**src/rtl/expr_seq_pkg.sv**
```systemverilog
// Shared types and constants for the expression-block vector sequencer and signature checkers.
package expr_seq_pkg;

  // Operand vector width (a_bus + b_bus) and DUT result width
  localparam int unsigned OPW  = 60;
  localparam int unsigned RESW = 90;

  // Bus slices within the operand vector: {a_bus, b_bus}
  localparam int unsigned BusW    = 30;
  localparam int unsigned ABusLsb = 30;
  localparam int unsigned BBusLsb = 0;

  // Feedback tap masks: LFSR x^60+x^59+1, MISR taps on the top four bits
  localparam logic [OPW-1:0]  LfsrTaps = {2'b11, 58'h0};
  localparam logic [RESW-1:0] MisrTaps = {4'hf, 86'h0};

  typedef enum logic [1:0] {
    StIdle,
    StRun,
    StDrain,
    StDone
  } seq_state_e;

  // One Fibonacci shift of the operand LFSR
  function automatic logic [OPW-1:0] lfsr_step(input logic [OPW-1:0] s);
    return {s[OPW-2:0], ^(s & LfsrTaps)};
  endfunction

endpackage

```
**src/rtl/expr_misr.sv**
```systemverilog
// Multiple-input signature register with synchronous clear and capture enable.
module expr_misr
  import expr_seq_pkg::*;
#(
  parameter int unsigned      Width = RESW,
  parameter logic [Width-1:0] Taps  = MisrTaps
) (
  input  logic             clk_i,
  input  logic             rst_ni,
  input  logic             clr_i,
  input  logic             en_i,
  input  logic [Width-1:0] data_i,
  output logic [Width-1:0] sig_o
);

  logic [Width-1:0] sig_q, sig_d;

  // Next signature: clear wins over capture; otherwise hold
  always_comb begin
    sig_d = sig_q;
    if (clr_i) begin
      sig_d = '0;
    end else if (en_i) begin
      sig_d = {sig_q[Width-2:0], ^(sig_q & Taps)} ^ data_i;
    end
  end

  // Signature register
  always_ff @(posedge clk_i or negedge rst_ni) begin
    if (!rst_ni) begin
      sig_q <= '0;
    end else begin
      sig_q <= sig_d;
    end
  end

  assign sig_o = sig_q;

endmodule

```
**src/rtl/expr_vector_sequencer.sv**
```systemverilog
// Drives pseudo-random operand vectors into an expression DUT and folds its results into a MISR.
module expr_vector_sequencer
  import expr_seq_pkg::*;
#(
  parameter int unsigned    NVEC    = 256,
  parameter logic [OPW-1:0] SEED    = 60'h1,
  parameter int unsigned    DUT_LAT = 0
) (
  input  logic            clk,
  input  logic            rst_n,
  input  logic            start,
  input  logic            abort,
  output logic [BusW-1:0] a_bus,
  output logic [BusW-1:0] b_bus,
  input  logic [RESW-1:0] y_in,
  output logic            busy,
  output logic            done,
  output logic [RESW-1:0] signature,
  output logic [15:0]     vec_count
);

  localparam logic [15:0] LastIssue = 16'(NVEC);

  seq_state_e     state_q;
  logic [OPW-1:0] lfsr_q;
  logic [OPW-1:0] bus_q;
  logic [15:0]    issue_q;
  logic [15:0]    vec_count_q;
  logic [2:0]     drain_q;
  logic           busy_q;
  logic           done_q;
  logic           bus_vld_q;
  logic           go;
  logic           cap_vld;
  logic           cap_en;

  assign go     = (state_q == StIdle) && start && !abort;
  assign cap_en = cap_vld && !abort;

  // FSM, operand LFSR, bus register and issue/drain counters. RUN spans NVEC+1 cycles because
  // the last vector still needs its bus cycle before capture can complete.
  always_ff @(posedge clk or negedge rst_n) begin
    if (!rst_n) begin
      state_q   <= StIdle;
      lfsr_q    <= '0;
      bus_q     <= '0;
      issue_q   <= '0;
      drain_q   <= '0;
      busy_q    <= 1'b0;
      done_q    <= 1'b0;
      bus_vld_q <= 1'b0;
    end else begin
      bus_vld_q <= 1'b0;
      done_q    <= 1'b0;
      if (abort) begin
        state_q <= StIdle;
        busy_q  <= 1'b0;
      end else begin
        case (state_q)
          StIdle: begin
            if (go) begin
              state_q <= StRun;
              busy_q  <= 1'b1;
              lfsr_q  <= SEED;
              issue_q <= '0;
            end
          end
          StRun: begin
            if (issue_q != LastIssue) begin
              bus_q     <= lfsr_q;
              bus_vld_q <= 1'b1;
              lfsr_q    <= lfsr_step(lfsr_q);
              issue_q   <= issue_q + 16'd1;
            end else if (DUT_LAT != 0) begin
              state_q <= StDrain;
              drain_q <= 3'(DUT_LAT - 1);
            end else begin
              state_q <= StDone;
              busy_q  <= 1'b0;
              done_q  <= 1'b1;
            end
          end
          StDrain: begin
            if (drain_q == 3'd0) begin
              state_q <= StDone;
              busy_q  <= 1'b0;
              done_q  <= 1'b1;
            end else begin
              drain_q <= drain_q - 3'd1;
            end
          end
          StDone: begin
            state_q <= StIdle;
          end
          default: begin
            state_q <= StIdle;
          end
        endcase
      end
    end
  end

  // Valid bit follows each presented vector through the DUT latency
  if (DUT_LAT == 0) begin : g_nolat
    assign cap_vld = bus_vld_q;
  end else begin : g_lat
    localparam int unsigned PipeW = DUT_LAT;
    logic [PipeW-1:0] vpipe_q;

    // Delay line for the capture valid; abort flushes in-flight vectors
    always_ff @(posedge clk or negedge rst_n) begin
      if (!rst_n) begin
        vpipe_q <= '0;
      end else if (abort) begin
        vpipe_q <= '0;
      end else begin
        vpipe_q <= (vpipe_q << 1) | PipeW'(bus_vld_q);
      end
    end

    assign cap_vld = vpipe_q[PipeW-1];
  end

  // Count of vectors absorbed into the signature
  always_ff @(posedge clk or negedge rst_n) begin
    if (!rst_n) begin
      vec_count_q <= '0;
    end else if (go) begin
      vec_count_q <= '0;
    end else if (cap_en) begin
      vec_count_q <= vec_count_q + 16'd1;
    end
  end

  expr_misr #(
    .Width (RESW),
    .Taps  (MisrTaps)
  ) u_misr (
    .clk_i  (clk),
    .rst_ni (rst_n),
    .clr_i  (go),
    .en_i   (cap_en),
    .data_i (y_in),
    .sig_o  (signature)
  );

  assign a_bus     = bus_q[ABusLsb +: BusW];
  assign b_bus     = bus_q[BBusLsb +: BusW];
  assign busy      = busy_q;
  assign done      = done_q;
  assign vec_count = vec_count_q;

endmodule

```
**config.mk**
```make
export PLATFORM = sky130hd
export DESIGN_NAME = expr_vector_sequencer
export DESIGN_NICKNAME = d
export VERILOG_FILES = /design/src/rtl/expr_seq_pkg.sv /design/src/rtl/expr_misr.sv /design/src/rtl/expr_vector_sequencer.sv
export SDC_FILE = /design/constraint.sdc
export NUM_CORES = 1
export LEC_CHECK = 0
export ABC_AREA = 1
export CAP_MARGIN = 40
export CORE_ASPECT_RATIO = 1.25
export CORE_MARGIN = 4
export CORE_UTILIZATION = 54
export CTS_BUF_LIST = sky130_fd_sc_hd__clkbuf_16
export DETAILED_ROUTE_END_ITERATION = 10
export PLACE_DENSITY = 0.85
export SLEW_MARGIN = 20
export SYNTH_ARGS = -nofsm -noshare
export SYNTH_HDL_FRONTEND = slang
export SYNTH_SLANG_ARGS = --single-unit
export TNS_END_PERCENT = 5
```
**constraint.sdc**
```tcl
create_clock -name clk -period 5.1 [get_ports clk]
set_clock_uncertainty 0.15 [all_clocks]
set_input_delay 0.765 -clock clk [delete_from_list [all_inputs] [get_ports clk]]
set_output_delay 0.765 -clock clk [all_outputs]
set_load 0.005 [all_outputs]
```
==> run metrics <==
status finished clean; Met2 Routed Length about 14000 um; Boundary Pins ~260; largest net degree at the start of global routing 130; Tot Pwr between 5000 and 6000 uW; clk root buf clkbuf_16; count leader, synth nand2_1; min Tclk post-route 2.86 ns; final setup TNS 0 ns; clock buffer depth 3; Leak a little over 0.006 uW; Yosys reg bits 250; GP Congestion about 0.88; Cell variety after synth 33; area grow syn2layout 33.1%; R2R Setup Slk roughly 2.3 ns; Tcrit/Tclk final between 50% and 60%; Worst Tran Pin Value approximately 0.99 ns; hold_buf cts 0; All-Layer GR Usage between 20% and 30%; met3 wire length between 2000 and 2500 um; Synth Warn # 0; Max H-tree Level 1; WL met1 10800 um; nets@finish 1517; crit path kind input pin to register; clock slew at reported path FFs about 0.060 ns; sequential fraction of the synthesis area 58.0%; share of cells above drive strength 1 4.06%; post-synthesis cell count between 1000 and 1500; Max-slew headroom 34.1%; R2R cell count 7; CP arrival about 3.1 ns; CTS tree built; vias in the first global route around 9000; Top FF cell, synth dfrtp_1; DR iter-0 viols between 500 and 600; Power Density between 400 and 500 mW/mm^2; first-pass GRT wire length 46200 um; uppermost layer routed met4; worst path required time 5.37 ns; core area roughly 0.02 mm^2; synth top area cells dfrtp_1, nand2_1, o21ai_0; Antenna Nets Post-Route 0; endpoints failing setup 0; Clock Latency Late Sink approximately 0.52 ns; hpwl dp 19400 um; Slew Viols, Final 0; Via Count around 8800; aggregate routed wire length approximately 28000 um; Post-Syn Area ~0.011 mm^2; Hold Crit Class input pin to asynchronous set/reset pin; Post-Synth XOR/XNOR Area between 8 and 9%; crit-path max FO 37; Avg Inst Size Synth 9.27 um^2; total gr overflow 0; largest family of logic cells by synthesized area simple AND/OR/NAND/NOR gates; Max IR drop VDD around 0.00029 V; R2R Path Start state_q[1]; worst r2r dst lfsr_q[50]; die width ~130 um; FP Rows 57; Starting Density 55.2%; total CTS buffers 24; fmax around 350 MHz; initial antenna violation count 0; post-cts sizing count 0; postcts setup bufs 0; final hold vios 0; DIE HEIGHT 166 um; Syn Nets ~1300; cell area after layout around 0.014 mm^2; area post-placement between 0.01 and 0.015 mm^2; Die Area 0.0223 mm^2; area leader, netlist dfrtp_1; # clock sinks between 200 and 300; Post-Synth Simple-Gate Area ~16%; critical path launch point type input pin; Synth top area share between 50% and 60%; DR pass1 iterations 5; Synth Area in Adders under 10%; PortBufs approximately 260; Post-synth ARST share 100%; n_diodes 0; RSZ-0062 raised after global routing no; EDFF count, synth 0; Critical Path Sink Type register; vias per cell between 5 and 6; multiplexer area fraction after synthesis 0%; drt wl/cell approximately 16 um; remaining routing DRC violations 0; Synth top cells by count nand2_1, dfrtp_1, o21ai_0; max-cap violation count 0; Synth Area in Compound Gates ~11%
flip-flops by register name, summed over array words and instances (netlist names):
| signal | cells |
|---|---|
| bus_vld_q | 1 |
| vec_count | 16 |
| bus_q | 60 |
| u_misr.sig_o | 90 |
| drain_q | 3 |
| busy | 1 |
| state_q | 2 |
| issue_q | 16 |
| lfsr_q | 60 |
| done | 1 |
cell usage in the layout (no fill, tap or decap), types with 2 or more instances in the layout:
| master | instances |
|---|---|
| buf_4 | 9 |
| o21ai_0 | 199 |
| nand2_4 | 2 |
| xor2_1 | 6 |
| nand2_2 | 2 |
| inv_2 | 3 |
| clkinv_2 | 3 |
| clkinv_1 | 4 |
| nand3_1 | 29 |
| or2_2 | 3 |
| nand2_1 | 316 |
| o21ai_1 | 26 |
| nand4_1 | 10 |
| buf_12 | 2 |
| nor2_1 | 48 |
| inv_1 | 100 |
| bufinv_16 | 3 |
| a21oi_1 | 8 |
| nand3b_1 | 2 |
| clkdlybuf4s50_1 | 260 |
| a31oi_1 | 2 |
| xnor2_1 | 93 |
| ha_1 | 9 |
| clkbuf_16 | 24 |
| dfrtp_1 | 250 |
| nor3_1 | 5 |
worst max-delay path by stage:
stage,startpoint,endpoint,cells past startpoint
2_1_floorplan,abort,u_misr.sig_o[80],8
6_report,abort,u_misr.sig_o[67],8
4_1_cts,abort,u_misr.sig_o[8],8
3_5_place_dp,abort,u_misr.sig_o[8],8
3_3_place_gp,abort,u_misr.sig_o[14],8
5_1_grt,state_q[1],lfsr_q[45],7
layout make-up:
class / instances / area (um^2)
clock buffers: 24 / 601
well taps: 265 / 332
flip-flops and latches: 250 / 6260
multi-input cells: 768 / 3900
clock inverters: 17 / 159
fillers: 1397 / 5180
inverters: 97 / 364
repair buffers: 273 / 2750
per-layer routing:
layer	vias to the layer above	global-route usage [%]
li1	4212	-
met1	4252	31.0
met2	306	43.5
met3	45	6.52
met4	0	5.58
met5	-	0
kinds of logic after synthesis:
family,Yosys count
buffers and inverters,146
flip-flops,250
XOR/XNOR,99
AO/OA/AOI/OAI,238
AND/OR/NAND/NOR,422
adder cells (fa/ha/maj),9
per-stage QoR:
step                worst slack (ns)  std cells  utilization (%)  hold WS (ns)
floorplan                       3.24       1164                -         0.292
global placement                1.88       1650             69.3         0.307
detailed placement              1.73       1651             69.4         0.314
CTS                             2.27       1692             73.3         0.244
global route                    1.99       1694             73.5         0.260
finish                          2.24       1694             73.5         0.168
report_power, final:
group          internal, uW  total, uW  switching [uW]
Sequential             2250       2530             285
Clock                  1000       1740             732
Combinational           814       1620             808
Total                  4060       5890            1820
critical path: stages:
cell	delay (ns)
clkdlybuf4s50_1	0.54
inv_2	0.10
nand3_4	0.16
nand2_1	0.31
inv_2	0.56
buf_4	0.46
nand2_1	0.10
o21ai_0	0.11
(Power assumes the default switching activity.)
